==> src/rtl/cnn_layer_seq_pkg.sv <==
// Shared definitions for the CNN layer sequencer: FSM states, default widths, traversal steps.
// Build option: CNN_SEQ_STRIDE_EN enables stride-2 row/column traversal.
package cnn_layer_seq_pkg;

    typedef enum logic [2:0] {
        ST_IDLE,
        ST_CSYNC,
        ST_DATA,
        ST_PSYNC,
        ST_DONE
    } seq_state_e;

    localparam int W_SIZE_DEF    = 12;
    localparam int W_CHANNEL_DEF = 10;

    localparam logic [1:0] STEP_1 = 2'd1;
    localparam logic [1:0] STEP_2 = 2'd2;

`ifdef CNN_SEQ_STRIDE_EN
    localparam bit STRIDE_EN = 1'b1;
`else
    localparam bit STRIDE_EN = 1'b0;
`endif

    function automatic logic [1:0] stride_step(input logic stride);
        return (STRIDE_EN && stride) ? STEP_2 : STEP_1;
    endfunction

endpackage

==> src/rtl/cnn_layer_seq_pos_counter.sv <==
// Nested position counter for one tile: column fastest, then input channel, then row.
// Flags compare against the latched layer dimensions with one guard bit so full-range sizes cannot wrap.
module cnn_pos_counter
    import cnn_layer_seq_pkg::*;
#(
    parameter int W_SIZE    = W_SIZE_DEF,
    parameter int W_CHANNEL = W_CHANNEL_DEF
) (
    input  logic                 clk,
    input  logic                 rstn,
    input  logic                 clear,
    input  logic                 advance,
    input  logic [1:0]           step,
    input  logic [W_SIZE-1:0]    width,
    input  logic [W_SIZE-1:0]    height,
    input  logic [W_CHANNEL-1:0] channel,
    output logic [W_SIZE-1:0]    row,
    output logic [W_SIZE-1:0]    col,
    output logic [W_CHANNEL-1:0] chn,
    output logic                 first_row,
    output logic                 last_row,
    output logic                 first_col,
    output logic                 last_col,
    output logic                 first_chn,
    output logic                 last_chn,
    output logic                 frame_last
);

    logic [W_SIZE:0] step_ext;

    assign step_ext   = {{(W_SIZE-1){1'b0}}, step};

    assign first_row  = (row == '0);
    assign first_col  = (col == '0);
    assign first_chn  = (chn == '0);
    assign last_row   = ({1'b0, row} + step_ext) >= {1'b0, height};
    assign last_col   = ({1'b0, col} + step_ext) >= {1'b0, width};
    assign last_chn   = ({1'b0, chn} + (W_CHANNEL+1)'(1)) >= {1'b0, channel};
    assign frame_last = last_row && last_col && last_chn;

    always_ff @(posedge clk) begin
        if (!rstn || clear) begin
            row <= '0;
            col <= '0;
            chn <= '0;
        end else if (advance) begin
            if (!last_col) begin
                col <= col + step_ext[W_SIZE-1:0];
            end else begin
                col <= '0;
                if (!last_chn) begin
                    chn <= chn + W_CHANNEL'(1);
                end else begin
                    chn <= '0;
                    row <= last_row ? '0 : row + step_ext[W_SIZE-1:0];
                end
            end
        end
    end

endmodule

==> src/rtl/cnn_layer_seq.sv <==
// Layer sequencer: per output-channel tile runs filter sync, the frame stream, then psum sync.
// Build option: CNN_SEQ_STRIDE_EN latches q_stride and walks rows/columns in steps of 2.
module cnn_layer_seq
    import cnn_layer_seq_pkg::*;
#(
    parameter int W_SIZE    = W_SIZE_DEF,
    parameter int W_CHANNEL = W_CHANNEL_DEF
) (
    input  logic                 clk,
    input  logic                 rstn,
    input  logic [W_SIZE-1:0]    q_width,
    input  logic [W_SIZE-1:0]    q_height,
    input  logic [W_CHANNEL-1:0] q_channel,
    input  logic [W_CHANNEL-1:0] q_channel_out,
    input  logic                 q_stride,
    input  logic                 q_start,
    input  logic                 fb_load_done,
    input  logic                 pb_sync_done,
    input  logic                 i_data_ready,
    output logic                 o_fb_load_req,
    output logic                 o_pb_sync_req,
    output logic                 o_ctrl_csync_run,
    output logic                 o_ctrl_data_run,
    output logic                 o_ctrl_psync_run,
    output logic                 o_busy,
    output logic                 o_layer_done,
    output logic                 o_cfg_err,
    output logic                 o_is_first_row,
    output logic                 o_is_last_row,
    output logic                 o_is_first_col,
    output logic                 o_is_last_col,
    output logic                 o_is_first_chn,
    output logic                 o_is_last_chn,
    output logic [W_SIZE-1:0]    o_row,
    output logic [W_SIZE-1:0]    o_col,
    output logic [W_CHANNEL-1:0] o_chn,
    output logic [W_CHANNEL-1:0] o_chn_out
);

    seq_state_e           state;
    logic [W_SIZE-1:0]    cfg_width, cfg_height;
    logic [W_CHANNEL-1:0] cfg_channel, cfg_channel_out, chn_out;
    logic [1:0]           step;
    logic                 cfg_ok, accept_start, pos_clear, pos_advance, frame_last, last_chn_out;

    assign cfg_ok       = (q_width != '0) && (q_height != '0) && (q_channel != '0) && (q_channel_out != '0);
    assign accept_start = (state == ST_IDLE) && q_start && cfg_ok;
    assign pos_clear    = (state == ST_CSYNC) && fb_load_done;
    assign pos_advance  = (state == ST_DATA) && i_data_ready;
    assign last_chn_out = ({1'b0, chn_out} + (W_CHANNEL+1)'(1)) >= {1'b0, cfg_channel_out};

`ifdef CNN_SEQ_STRIDE_EN
    logic cfg_stride;

    always_ff @(posedge clk) begin
        if (!rstn) begin
            cfg_stride <= 1'b0;
        end else if (accept_start) begin
            cfg_stride <= q_stride;
        end
    end

    assign step = stride_step(cfg_stride);
`else
    logic unused_stride;

    assign unused_stride = q_stride;
    assign step          = STEP_1;
`endif

    always_ff @(posedge clk) begin
        if (!rstn) begin
            state           <= ST_IDLE;
            cfg_width       <= '0;
            cfg_height      <= '0;
            cfg_channel     <= '0;
            cfg_channel_out <= '0;
            chn_out         <= '0;
            o_fb_load_req   <= 1'b0;
            o_pb_sync_req   <= 1'b0;
            o_cfg_err       <= 1'b0;
        end else begin
            // NOTE: pulses default low every cycle; a later non-blocking assignment in the case wins.
            o_fb_load_req <= 1'b0;
            o_pb_sync_req <= 1'b0;
            o_cfg_err     <= 1'b0;
            case (state)
                ST_IDLE: begin
                    if (accept_start) begin
                        cfg_width       <= q_width;
                        cfg_height      <= q_height;
                        cfg_channel     <= q_channel;
                        cfg_channel_out <= q_channel_out;
                        chn_out         <= '0;
                        o_fb_load_req   <= 1'b1;
                        state           <= ST_CSYNC;
                    end else if (q_start) begin
                        o_cfg_err <= 1'b1;
                    end
                end
                ST_CSYNC: if (fb_load_done) state <= ST_DATA;
                ST_DATA: begin
                    if (pos_advance && frame_last) begin
                        o_pb_sync_req <= 1'b1;
                        state         <= ST_PSYNC;
                    end
                end
                ST_PSYNC: begin
                    if (pb_sync_done) begin
                        if (last_chn_out) begin
                            state <= ST_DONE;
                        end else begin
                            chn_out       <= chn_out + W_CHANNEL'(1);
                            o_fb_load_req <= 1'b1;
                            state         <= ST_CSYNC;
                        end
                    end
                end
                ST_DONE: state <= ST_IDLE;
                default: state <= ST_IDLE;
            endcase
        end
    end

    cnn_pos_counter #(
        .W_SIZE    (W_SIZE),
        .W_CHANNEL (W_CHANNEL)
    ) u_pos (
        .clk        (clk),
        .rstn       (rstn),
        .clear      (pos_clear),
        .advance    (pos_advance),
        .step       (step),
        .width      (cfg_width),
        .height     (cfg_height),
        .channel    (cfg_channel),
        .row        (o_row),
        .col        (o_col),
        .chn        (o_chn),
        .first_row  (o_is_first_row),
        .last_row   (o_is_last_row),
        .first_col  (o_is_first_col),
        .last_col   (o_is_last_col),
        .first_chn  (o_is_first_chn),
        .last_chn   (o_is_last_chn),
        .frame_last (frame_last)
    );

    assign o_chn_out        = chn_out;
    assign o_ctrl_csync_run = (state == ST_CSYNC);
    assign o_ctrl_data_run  = (state == ST_DATA);
    assign o_ctrl_psync_run = (state == ST_PSYNC);
    assign o_busy           = (state != ST_IDLE);
    assign o_layer_done     = (state == ST_DONE);

endmodule
==> config.mk <==
export PLATFORM = sky130hd
export DESIGN_NAME = cnn_layer_seq
export DESIGN_NICKNAME = d
export VERILOG_FILES = /design/src/rtl/cnn_layer_seq_pkg.sv /design/src/rtl/cnn_layer_seq_pos_counter.sv /design/src/rtl/cnn_layer_seq.sv
export SDC_FILE = /design/constraint.sdc
export NUM_CORES = 1
export LEC_CHECK = 0
export BUFFER_PORTS_ARGS = -buffer_cell sky130_fd_sc_hd__buf_2
export CAP_MARGIN = 20
export CORE_ASPECT_RATIO = 1.75
export CORE_MARGIN = 2
export CORE_UTILIZATION = 40
export DETAILED_ROUTE_END_ITERATION = 16
export GPL_TIMING_DRIVEN = 0
export PLACE_DENSITY_LB_ADDON = 0.15
export SKIP_CTS_REPAIR_TIMING = 1
export SLEW_MARGIN = 30
export SYNTH_ARGS = -nofsm -noshare
export SYNTH_HDL_FRONTEND = slang
export SYNTH_SLANG_ARGS = --single-unit
==> constraint.sdc <==
create_clock -name clk -period 4.4 [get_ports clk]
set_input_delay 0.22 -clock clk [delete_from_list [all_inputs] [get_ports clk]]
set_output_delay 0.22 -clock clk [all_outputs]
set_load 0.01 [all_outputs]
==> results list <==
- Overflow left after global routing: 0
- DRC violations left: 0
- VDD sags by at most 0.189 mV.
- Skew-Pair Late Insertion Delay: 0.34 ns
- Unique masters post-synth: 56
* Internal power: 1.53 mW
- Core area: 0.0144 mm^2
* Iteration-0 DRC Markers: 122
- The share of the Yosys chip area taken by registers is 31.8%.
* # setup viols final: 0
* Switching fraction of total power: 27.3%
* Synthesis-to-layout area growth: 18.2%
- Setup repair after global routing left no endpoint under its margin.
- Final min period: 3.80 ns
- The final critical path takes up 86.4% of the cycle.
- Flops & latches, synth: 94
- Share of flip-flops with an asynchronous set or reset: 0%
* Number of flops mapped to enable cells by yosys: 0
* Ranking of synthesized cells by area: dfxtp_1, ha_1, mux2i_1
- The number of clock buffers added by TritonCTS is 9.
* Max clock buf depth: 2
- In this run the top signal layer used is met4.
* Total via count in the routed design: 5,455
* Cell count after placement: 1,014
- Entering global routing, the biggest net connects 16 pins.
- Sequential cells burn 43.4% of the power.
- Share of the synthesized area in the top cell type: 31.8%
- After synthesis, the most frequently instantiated cells are dfxtp_1, nand2_1, inv_1.
- The cell sitting at the root of the clock tree is a clkbuf_16.
- Comb power frac: 16.9%
- The initial antenna violation count is 0.
- The most common cell in the synthesized netlist is dfxtp_1.
- Kind of capture point of the worst setup path: output port
* Drt via density: 5.30
- TritonCTS clock tree: built
- Clock network fraction of design power: 39.8%
- The HPWL after detailed placement is 12.5 mm.
* Net count after synthesis: 829
- Sum of met3 wire segment lengths after detailed routing: 650 um
- The initialized floorplan defines 58 standard-cell rows.
* GP Congestion: 0.842
- Once layout is complete, the utilization of the core stands at 48.5%.
* Buffers on Ports: 107
* Max FO, Critical Path: 10
- Vias in the first global route: 5,388
* Startpoint type of the worst setup path: flop
- Met1 Routed Length: 6.40 mm
* Top FF cell, synth: dfxtp_1
* Yosys warns: 0
- For the final routed database, the setup TNS stands at 0 ns.
* Sinks on Clock Net: 94
- Filler cell count: 1,448
* Number of diodes: 0
- After the last flow step, the layout net total stands at 947.
* Leakage power summed over all cells: 3.25 nW
- Detail Route met2 WL: 8.30 mm
* Remaining antenna violation count after routing: 0
- Measured against its own limit, the worst slew margin works out to 46.9%.
* Effective utilization at floorplan: 41.0%
- The run finished with clean final reports.
- On the final layout, the worst clock skew is 0.00775 ns.
- Reported max-cap violation count: 0
- For this design the top-level I/O count stands at 109.
* Number of hold violations in the final report: 0
- Transition time at the pin with the least slew margin: 0.789 ns
- Die width: 96.0 um
- The finished layout holds 1,030 standard cells, fillers aside.
* Total Routing Usage GR: 20.4%
- At the worst endpoint, the required time is 4.18 ns.
- CTS HTree Levels: 3
* First-pass GRT wire length: 25.2 mm
- The number of max-slew violations in the final report came to 0.
* Data arrival time at the worst-slack endpoint: 3.58 ns
* Worst hold path type: input pin to flop
* Chip Height: 165 um
- In the final routed layout, each cell accounts on average for 15.3 um.
- Post-synthesis average cell area: 8.15 um^2
- The critical path is of the flop to output port type.
* Number of standard cells after synthesis: 727
- Before antenna repair, the detailed router went through 4 iterations.
- Ratio of cells with drive above 1 in the final layout: 18.4%
- Final WL: 15.7 mm
* Clk pin slew, worst setup/hold paths: 0.07 ns
- The synthesized netlist occupies a cell area of 0.00593 mm^2.
* Power density over cell area: 300 mW/mm^2
* Die ar.: 0.0158 mm^2
- Dominant cell type by area after synthesis: dfxtp_1
- For this run, the top clock speed supported by timing is 263 MHz.
- Summed over all nets, the switching power comes to 574 uW.
registers in the layout (all words and copies together), names as in the netlist:
signal / flops
cfg_width: 12
cfg_channel: 10
cfg_height: 12
u_pos.chn: 10
state: 3
u_pos.row: 12
o_cfg_err: 1
cfg_channel_out: 10
o_fb_load_req: 1
u_pos.col: 12
o_chn_out: 10
o_pb_sync_req: 1
cells in the final DEF (no fill, tap or decap), types with 28 or more instances in the layout:
cell type / n
o21ai_0: 28
nor2_1: 49
mux2i_1: 44
inv_1: 54
nand2_1: 59
buf_2: 117
a21oi_1: 43
dfxtp_1: 94
nor2b_1: 48
ha_1: 51
nand3_1: 40
logic make-up (layout without fill, tap and decap cells):
kind of cell | after synthesis | after routing | synth area share (%)
AO/OA/AOI/OAI | 114 | 114 | 11.3
buffers and inverters | 95 | 218 | 6.55
flip-flops | 94 | 94 | 31.8
adder cells (fa/ha/maj) | 51 | 51 | 10.8
AND/OR/NAND/NOR | 293 | 293 | 26.9
multiplexers | 44 | 44 | 7.43
XOR/XNOR | 36 | 36 | 5.32
per-stage QoR:
stage               instance area, um^2  power, mW  setup slack [ns]  hold slack, ns
floorplan                          5930       1.17              1.49           0.368
global placement                   6690       1.28             0.932           0.475
finish                             7000       2.10             0.600           0.139
global route                       7000       2.21             0.433           0.148
CTS                                7000       2.13             0.619           0.133
detailed placement                 6690       1.29             0.853           0.486
power groups by stage:
| stage | clock, mW | sequential (mW) | combinational, mW |
|---|---|---|---|
| 2_1_floorplan | 0 | 0.926 | 0.245 |
| 4_1_cts | 0.861 | 0.913 | 0.358 |
| 3_3_place_gp | 0 | 0.931 | 0.348 |
| 5_1_grt | 0.893 | 0.916 | 0.398 |
| 3_5_place_dp | 0 | 0.932 | 0.355 |
| 6_report | 0.836 | 0.912 | 0.354 |
metal layers:
metal | up-vias | GRT usage, %
li1 | 2752 | -
met5 | - | 0
met3 | 27 | 3.33
met1 | 2555 | 23.1
met2 | 121 | 37.1
met4 | 0 | 8.18
critical path: stages (launching register included):
cell and delay (ns):
dfxtp_1 0.42, ha_1 0.28, and3_1 0.21, nand4_1 0.18, or2_2 0.37, xnor2_1 0.19, ha_1 0.28, a21oi_1 0.12
o21ai_0 0.08, nand3b_1 0.20, a21oi_1 0.25, clkbuf_1 0.42, inv_1 0.07, buf_2 0.15
layout make-up:
type | count | area [um^2] | area share (%)
clock buffers | 10 | 229 | 3.27
flip-flops and latches | 94 | 1880 | 26.9
multi-input cells | 538 | 3660 | 52.2
inverters | 57 | 214 | 3.06
well taps | 180 | 225 | 3.22
clock inverters | 6 | 86.3 | 1.23
repair buffers | 107 | 536 | 7.65
plain buffers | 38 | 174 | 2.48
worst paths after layout:
| kind | startpoint | to | slack (ns) | cells after the start |
|---|---|---|---|---|
| worst max-delay path | u_pos.row[0] | o_is_last_row | 0.60 | 13 |
| worst min-delay path | q_start | o_cfg_err | 0.14 | 3 |
| worst max register to register | u_pos.col[0] | u_pos.row[6] | 0.85 | 14 |
| worst min register to register | u_pos.row[11] | u_pos.row[11] | 0.49 | 2 |
Note: power is estimated with default switching activity, not from simulation.
